<file path="src/rtl/count_seq_ctrl.sv">
// Command sequencer for an external enable-gated 4-bit counter: clears it, then
// issues prescaled enable pulses while counting completed passes (wraps).
module count_seq_ctrl #(
  parameter int DIV = 10,
  parameter int RW  = 4
) (
  input  logic          clk,
  input  logic          clr,
  input  logic          start,
  input  logic          stop,
  input  logic          pause,
  input  logic [RW-1:0] reps,
  input  logic          cnt_tc,
  output logic          cnt_en,
  output logic          cnt_clr,
  output logic          busy,
  output logic          paused,
  output logic          done,
  output logic [RW-1:0] pass_cnt
);

  localparam int PW = (DIV > 1) ? $clog2(DIV) : 1;
  localparam logic [PW-1:0] PRE_MAX = PW'(DIV - 1);

  typedef enum logic [2:0] {IDLE, CLEAR, RUN, HOLD, DONE} state_t;

  state_t        state_reg, state_next;
  logic [PW-1:0] pre_reg, pre_next;
  logic [RW-1:0] reps_reg, reps_next;
  logic [RW-1:0] pass_reg, pass_next;
  logic [RW-1:0] pass_inc;
  logic          busy_reg, paused_reg, done_reg;

  assign pass_inc = pass_reg + 1'b1;

  always_comb begin
    state_next = state_reg;
    pre_next   = pre_reg;
    reps_next  = reps_reg;
    pass_next  = pass_reg;
    cnt_en     = 1'b0;
    cnt_clr    = clr;
    case (state_reg)
      IDLE: begin
        if (start && !stop) begin
          reps_next  = reps;
          state_next = CLEAR;
        end
      end
      CLEAR: begin
        cnt_clr    = 1'b1;
        pre_next   = '0;
        pass_next  = '0;
        state_next = stop ? IDLE : RUN;
      end
      RUN: begin
        if (stop) begin
          state_next = IDLE;
        end else if (pause) begin
          state_next = HOLD;
        end else begin
          cnt_en   = (pre_reg == PRE_MAX) && !clr;
          pre_next = (pre_reg == PRE_MAX) ? '0 : pre_reg + 1'b1;
          // A wrap is an enable landing on the counter's terminal count.
          if (cnt_en && cnt_tc) begin
            pass_next = pass_inc;
            if ((reps_reg != '0) && (pass_inc == reps_reg)) begin
              state_next = DONE;
            end
          end
        end
      end
      HOLD: begin
        if (stop) begin
          state_next = IDLE;
        end else if (!pause) begin
          state_next = RUN;
        end
      end
      DONE:    state_next = IDLE;
      default: state_next = IDLE;
    endcase
  end

  // Status flags are registered from the next state so they line up with it.
  always_ff @(posedge clk) begin
    if (clr) begin
      state_reg  <= IDLE;
      pre_reg    <= '0;
      reps_reg   <= '0;
      pass_reg   <= '0;
      busy_reg   <= 1'b0;
      paused_reg <= 1'b0;
      done_reg   <= 1'b0;
    end else begin
      state_reg  <= state_next;
      pre_reg    <= pre_next;
      reps_reg   <= reps_next;
      pass_reg   <= pass_next;
      busy_reg   <= (state_next == CLEAR) || (state_next == RUN) || (state_next == HOLD);
      paused_reg <= (state_next == HOLD);
      done_reg   <= (state_next == DONE);
    end
  end

  assign busy     = busy_reg;
  assign paused   = paused_reg;
  assign done     = done_reg;
  assign pass_cnt = pass_reg;

endmodule

</file>
<file path="config.mk">
export PLATFORM = sky130hd
export DESIGN_NAME = count_seq_ctrl
export DESIGN_NICKNAME = d
export VERILOG_FILES = /design/src/rtl/count_seq_ctrl.sv
export SDC_FILE = /design/constraint.sdc
export NUM_CORES = 1
export LEC_CHECK = 0
export ABC_AREA = 1
export BUFFER_PORTS_ARGS = -buffer_cell sky130_fd_sc_hd__buf_2
export CAP_MARGIN = 20
export CORE_UTILIZATION = 59
export CTS_BUF_LIST = sky130_fd_sc_hd__clkbuf_2 sky130_fd_sc_hd__clkbuf_4 sky130_fd_sc_hd__clkbuf_8
export CTS_CLUSTER_DIAMETER = 150
export DETAILED_ROUTE_END_ITERATION = 16
export GPL_TIMING_DRIVEN = 0
export PLACE_DENSITY = 0.81
export SLEW_MARGIN = 20
export SYNTH_ARGS = -nofsm -noshare
export SYNTH_HDL_FRONTEND = slang
export SYNTH_SLANG_ARGS = --single-unit
</file>
<file path="constraint.sdc">
create_clock -name clk -period 3.64 [get_ports clk]
set_clock_uncertainty 0.1 [all_clocks]
set_input_delay 0.182 -clock clk [delete_from_list [all_inputs] [get_ports clk]]
set_output_delay 0.182 -clock clk [all_outputs]
set_load 0.01 [all_outputs]
</file>
==> impl_metrics.json, run 1 <==
{
  "result_of_the_run": "finished, final reports clean",
  "clock_tree_from_tritoncts": "done",
  "die-width_microns": 41.0,
  "clockPowerShare": 0.327,
  "synth_seq_area_share": 0.402,
  "dp_hpwl_microns": 1410,
  "groute.usage.overall": 0.258,
  "ctsLongestPathBuffers": 2,
  "startpoint_type": "register",
  "p_comb_frac": 0.129,
  "fmax_mhz": 472,
  "start_util": 0.665,
  "grt_max_degree": 11,
  "synthArstFlopShare": 0,
  "overflow": 0,
  "timing.reg2reg.worst_path_depth": 11,
  "min-delay-start": "clr",
  "drive_gt1_frac": 0.215,
  "placed_cells_incl_taps": 160,
  "design.die.area_sq_um": 1680,
  "boundaryPins": 19,
  "period_minus_slack_ns": 2.12,
  "final_max_slew_viol_count": 0,
  "synth.avg_cell_area_sq_um": 7.06,
  "port-buffer-count": 18,
  "maximum_ir_drop_on_the_vdd_rail_mv": 0.232,
  "slew_headroom": 0.747,
  "synth_area_sq_um": 897,
  "post_synthesis_cells": 127,
  "number_of_vias_per_cell": 5.27,
  "clock-sinks": 18,
  "reg2reg_from": "pass_cnt[0]$_SDFFE_PP0P_",
  "sequentialPowerShare": 0.545,
  "grt_first_pass_wirelength_microns": 2850,
  "clock-root-buffer": "sky130_fd_sc_hd__clkbuf_4",
  "num_antenna_cells": 0,
  "detailed_routing_iterations_pass_1": 4,
  "power_switching_share": 0.263,
  "multiInputGateArea_sq_um": 463,
  "synth.top_cells.by_area": "sky130_fd_sc_hd__dfxtp_1, sky130_fd_sc_hd__nand2_1, sky130_fd_sc_hd__a21oi_1",
  "routedWlPerCell_microns": 11.0,
  "detailroute.via_count": 865,
  "first_global_vias": 738,
  "worstMarginPinSlew_ns": 0.378,
  "min_period_over_period": 0.582,
  "register_area_sq_um": 360,
  "setup_viol_count_final": 0,
  "whs_path_depth": 2,
  "ctsResizeCount": 0,
  "critPathRequiredTime_ns": 3.36,
  "worst_skew_late_latency_ns": 0.30,
  "timing.setup.critical_path_class": "register to primary output",
  "setup.worst_path.end_class": "primary output",
  "power_density_nw_per_um2": 370,
  "synth_edf_count": 0,
  "finalSetupTns_ns": 0,
  "holdCritPathClass": "input pin to register",
  "worstPathArrival_ns": 1.84,
  "min_to": "busy$_SDFF_PP0_",
  "reg_to_reg_slack_setup_ns": 1.91,
  "synth.lib_cells_used.distinct": 23,
  "routed_wirelength_microns": 1810,
  "route.detailed.drc": 0,
  "final_cell_count_no_fill": 164,
  "ant_nets": 0,
  "crit_fanout": 8,
  "net_count_after_synthesis": 138,
  "htree_num_levels": 1,
  "ff_to_ff_end": "busy$_SDFF_PP0_",
  "hold_violations": 0,
  "power_mw": 0.385,
  "final_core_util": 0.772,
  "synth_ff_type": "sky130_fd_sc_hd__dfxtp_1",
  "fp.coreArea_sq_um": 1350,
  "unrepaired_setup_endpoints_after_global_routing": "no",
  "net-switching-power_mw": 0.101,
  "std_cell_rows": 13,
  "areaGrowthSynthToFinish_pct": 16.2,
  "first_iter_violations": 23,
  "drv.max_cap_violation_count": 0,
  "path_clk_slew_ns": 0.10,
  "post-synth-top-area-fraction": 0.402,
  "yosys_warnings": 0,
  "number_of_synthesized_register_bits": 18,
  "filler_cell_count": 112,
  "leakage_nw": 0.455,
  "gp_routability_congestion": 0.866,
  "die_y_microns": 41.0,
  "fin_hold_ws_ns": 0.0221,
  "post_cts.repair.setup_buffers": 0,
  "holdBufCountCts": 0,
  "clock_buffers_created_by_tritoncts": 3,
  "grt_antenna_before_repair": 0,
  "cellInternalPower_mw": 0.284,
  "yosys.area.top_type": "sky130_fd_sc_hd__dfxtp_1",
  "final_nets": 161
}
[layer usage]
metal,track usage,up-vias,routed length (microns),part of all wire
li1,-,466,-,-
met1,0.305,365,827,0.46
met2,0.465,29,870,0.48
met3,0.0326,5,78,0.043
met4,0.100,0,32,0.018
met5,0,-,0,0
[power by group through the flow]
stage	Combinational (mW)	Sequential [mW]	Clock, mW
6_report	0.0495	0.210	0.126
3_5_place_dp	0.0490	0.214	0
5_1_grt	0.0568	0.211	0.132
4_1_cts	0.0494	0.210	0.127
3_3_place_gp	0.0473	0.214	0
2_1_floorplan	0.0318	0.215	0
[worst max-delay path, stage by stage, from the launching register on]
cell	delay (ns)
sky130_fd_sc_hd__dfxtp_1	0.36
sky130_fd_sc_hd__nor3_4	0.38
sky130_fd_sc_hd__inv_4	0.10
sky130_fd_sc_hd__or3_1	0.37
sky130_fd_sc_hd__nor3_1	0.16
sky130_fd_sc_hd__buf_2	0.17
[cell usage after synthesis (2+ instances only)]
cell type and instances:
sky130_fd_sc_hd__nand2_1 26, sky130_fd_sc_hd__dfxtp_1 18, sky130_fd_sc_hd__nor2_1 16, sky130_fd_sc_hd__inv_1 15
sky130_fd_sc_hd__a21oi_1 12, sky130_fd_sc_hd__nand3_1 10, sky130_fd_sc_hd__o21ai_0 8, sky130_fd_sc_hd__o21ai_1 3
sky130_fd_sc_hd__inv_2 2, sky130_fd_sc_hd__nand2_2 2, sky130_fd_sc_hd__nand4_1 2, sky130_fd_sc_hd__nor3_4 2
[layout by cell type (no fill, tap or decap), types with 2 or more instances in the layout]
master,netlist,layout
sky130_fd_sc_hd__nand2_2,2,2
sky130_fd_sc_hd__nor2_1,16,16
sky130_fd_sc_hd__clkbuf_4,0,3
sky130_fd_sc_hd__buf_2,0,18
sky130_fd_sc_hd__inv_1,15,15
sky130_fd_sc_hd__nor3_4,2,2
sky130_fd_sc_hd__nand3_1,10,10
sky130_fd_sc_hd__a21oi_1,12,12
sky130_fd_sc_hd__nand2_1,26,26
sky130_fd_sc_hd__o21ai_1,3,3
sky130_fd_sc_hd__dfxtp_1,18,18
sky130_fd_sc_hd__o21ai_0,8,8
sky130_fd_sc_hd__inv_2,2,2
sky130_fd_sc_hd__nand4_1,2,2
[worst max-delay path by stage]
stage / to / cells past startpoint / startpoint
after floorplan: cnt_en / 4 / state_reg[2]$_SDFF_PP0_
after CTS: cnt_en / 6 / state_reg[1]$_SDFF_PP0_
after global routing: cnt_en / 6 / state_reg[1]$_SDFF_PP0_
after global placement: cnt_en / 6 / state_reg[1]$_SDFF_PP0_
after detailed placement: cnt_en / 5 / state_reg[2]$_SDFF_PP0_
final: cnt_en / 5 / state_reg[2]$_SDFF_PP0_
[area by class of cell]
class	instances	share of cell area
plain buffers	1	0.00360
clock buffers	4	0.0348
inverters	18	0.0672
multi-input cells	90	0.444
flip-flops and latches	18	0.346
well taps	15	0.0180
repair buffers	18	0.0864
[through the flow]
| step | worst slack (ns) | area [sq um] |
|---|---|---|
| finish | 1.52 | 1040 |
| global route | 1.38 | 1040 |
| CTS | 1.54 | 1040 |
| detailed placement | 1.87 | 1010 |
| global placement | 1.90 | 1010 |
| floorplan | 2.01 | 897 |
[logic make-up after synthesis]
group                    Yosys count  share of synthesized area
AO/OA/AOI/OAI                     27                      0.173
adder cells (fa/ha/maj)            1                     0.0139
buffers and inverters             19                     0.0823
flip-flops                        18                      0.402
AND/OR/NAND/NOR                   62                      0.329
No activity file was read; power rests on OpenSTA's default activity.
==> run 2, diff against run 1 <==
CORE_UTILIZATION = 55   (was 59)
PLACE_DENSITY = 0.76   (was 0.81)
clock period = 2.1 ns   (was 3.64 ns; I/O delays follow)
==> run 2 against run 1 <==
Hold slack worse by 0.0062 ns. Global-route usage decreased by 3.0 points. Largest power group unchanged. Final cell count increased by 4.9%. Utilization decreased by 3.9 points. Die area up 6.9%. Clock power grew 40%.
==> impl_metrics.json, run 2 (same netlist as run 1, synthesis figures left out) <==
{
  "use_met2": 0.372,
  "preCtsSetupSlack_ns": 0.410,
  "clockPowerShare": 0.277,
  "die_y_microns": 42.4,
  "register_area_sq_um": 360,
  "num_antenna_cells": 0,
  "whs_path_depth": 3,
  "route.detailed.drc": 0,
  "clock-root-buffer": "sky130_fd_sc_hd__clkbuf_4",
  "design.die.area_sq_um": 1800,
  "holdCritPathClass": "input pin to register",
  "result_of_the_run": "finished, final reports clean",
  "clock_tree_from_tritoncts": "done",
  "timing.reg2reg.worst_path_depth": 11,
  "drv.max_cap_violation_count": 0,
  "reg_to_reg_slack_setup_ns": 0.40,
  "min-delay-start": "reps[3]",
  "filler_cell_count": 127,
  "detailroute.via_count": 902,
  "critical-path-slowest-cell": "sky130_fd_sc_hd__dfxtp_1",
  "final_nets": 169,
  "maximum_ir_drop_on_the_vdd_rail_mv": 0.384,
  "number_of_vias_per_cell": 5.24,
  "placed_cell_area_sq_um": 1010,
  "worstPathArrival_ns": 1.79,
  "fmax_mhz": 502,
  "power_density_nw_per_um2": 575,
  "min_period_over_period": 0.948,
  "final_critical_path_setup_slack_ns": 0.109,
  "worst_skew_late_latency_ns": 0.30,
  "fp.coreArea_sq_um": 1510,
  "period_minus_slack_ns": 1.99,
  "dp_hpwl_microns": 1370,
  "crit_chain": "inv_2 > nor3_4 > inv_4 > or3_1 > nor3_2 > buf_2",
  "final_cell_count_no_fill": 172,
  "boundaryPins": 19,
  "drive_gt1_frac": 0.231,
  "ant_nets": 0,
  "power_switching_share": 0.275,
  "first_iter_violations": 24,
  "cp_slowest_stage_delay_ns": 0.38,
  "grt_first_pass_wirelength_microns": 3150,
  "routedWlPerCell_microns": 11.4,
  "unrepaired_setup_endpoints_after_global_routing": "no",
  "start_util": 0.596,
  "placed_cells_incl_taps": 161,
  "final_max_slew_viol_count": 0,
  "ctsLongestPathBuffers": 2,
  "ff_to_ff_end": "busy$_SDFF_PP0_",
  "gp_routability_congestion": 0.818,
  "path_clk_slew_ns": 0.10,
  "finalSetupTns_ns": 0,
  "hold_violations": 0,
  "setup_viol_count_final": 0,
  "reg2reg_from": "pass_cnt[0]$_SDFFE_PP0P_",
  "port-buffer-count": 18,
  "groute.usage.overall": 0.228,
  "setup.worst_path.end_class": "primary output",
  "grt_antenna_before_repair": 0,
  "grt.busiest_layer": "met2",
  "die-width_microns": 42.4,
  "clock_buffers_created_by_tritoncts": 3,
  "met1_usage": 0.299,
  "areaGrowthSynthToFinish_pct": 23.2,
  "htree_num_levels": 1,
  "startpoint_type": "register",
  "cellInternalPower_mw": 0.461,
  "final_cell_mix": "sky130_fd_sc_hd__nand2_1, sky130_fd_sc_hd__dfxtp_1, sky130_fd_sc_hd__buf_2, sky130_fd_sc_hd__nor2_1, sky130_fd_sc_hd__inv_1",
  "first_global_vias": 788,
  "grt_max_degree": 11,
  "clock-sinks": 18,
  "critPathRequiredTime_ns": 1.89,
  "multiInputGateArea_sq_um": 468,
  "p_comb_frac": 0.150,
  "net-switching-power_mw": 0.175,
  "routed_wirelength_microns": 1960,
  "detailed_routing_iterations_pass_1": 5,
  "timing.setup.critical_path_class": "register to primary output",
  "final_common_cell": "sky130_fd_sc_hd__nand2_1",
  "crit_fanout": 7,
  "worstMarginPinSlew_ns": 0.412,
  "slew_headroom": 0.725,
  "min_to": "reps_reg[3]$_SDFFE_PP0P_",
  "leakage_nw": 0.487,
  "cell_area_after_layout_sq_um": 1100,
  "overflow": 0,
  "grt_use_met3": 0.0259,
  "std_cell_rows": 14,
  "sequentialPowerShare": 0.573
}
==> run 2: cell count changes in the layout (fill, tap and decap cells not counted) <==
| cell | change |
|---|---|
| sky130_fd_sc_hd__buf_4 | +4 |
| sky130_fd_sc_hd__clkbuf_8 | -1 |
| sky130_fd_sc_hd__dlygate4sd3_1 | +4 |
| sky130_fd_sc_hd__nor3_1 | -1 |
| sky130_fd_sc_hd__nor3_2 | +1 |
==> run 2: per-layer routing <==
metal	up-vias	routed length [microns]	part of all wire
met3	5	71	0.036
li1	477	-	-
met2	28	947	0.48
met4	0	38	0.019
met5	-	0	0
met1	392	899	0.46
==> run 2: worst max path at each step <==
| stage | endpoint | cells past startpoint | slack, ns | start |
|---|---|---|---|---|
| floorplan | busy$_SDFF_PP0_ | 11 | 0.53 | pass_cnt[0]$_SDFFE_PP0P_ |
| global placement | cnt_en | 5 | 0.43 | state_reg[2]$_SDFF_PP0_ |
| CTS | cnt_en | 6 | 0.07 | state_reg[1]$_SDFF_PP0_ |
| global route | cnt_en | 6 | 0.04 | state_reg[1]$_SDFF_PP0_ |
| detailed placement | cnt_en | 6 | 0.41 | state_reg[1]$_SDFF_PP0_ |
| finish | cnt_en | 6 | 0.11 | state_reg[1]$_SDFF_PP0_ |
==> run 2: what timing repair did <==
item	in CTS	in global routing
buffers inserted	0	4
gates resized for setup	0	1
setup endpoints to repair	0	1
hold endpoints to repair	8	0
hold buffers	4	0
==> run 2: area by class of cell <==
type / instances / area share
clock buffer: 3 / 0.0204
buffer: 1 / 0.00340
timing repair buffer: 26 / 0.145
sequential: 18 / 0.326
multi-input combinational: 90 / 0.424
inverter: 18 / 0.0634
tap: 16 / 0.0181
==> run 2: worst max-delay path, delay by kind of cell (launching register included) <==
kind | cells | cell delay [ns]
flops | 1 | 0.38
simple gates | 3 | 0.79
buf+inv | 3 | 0.32
==> run 2: power by group through the flow <==
| stage | logic, mW | clock network (mW) | registers, mW |
|---|---|---|---|
| 2_1_floorplan | 0.0552 | 0 | 0.372 |
| 3_3_place_gp | 0.0822 | 0 | 0.371 |
| 3_5_place_dp | 0.0849 | 0 | 0.372 |
| 4_1_cts | 0.0907 | 0.179 | 0.364 |
| 5_1_grt | 0.109 | 0.185 | 0.366 |
| 6_report | 0.0952 | 0.176 | 0.364 |
==> run 2: through the flow <==
step           total power, mW   util  hold WS [ns]
2_1_floorplan            0.427      -        0.0741
3_3_place_gp             0.453  0.669         0.265
3_5_place_dp             0.457  0.669         0.270
4_1_cts                  0.634  0.710        0.0259
5_1_grt                  0.659  0.733        0.0323
6_report                 0.635  0.733        0.0159
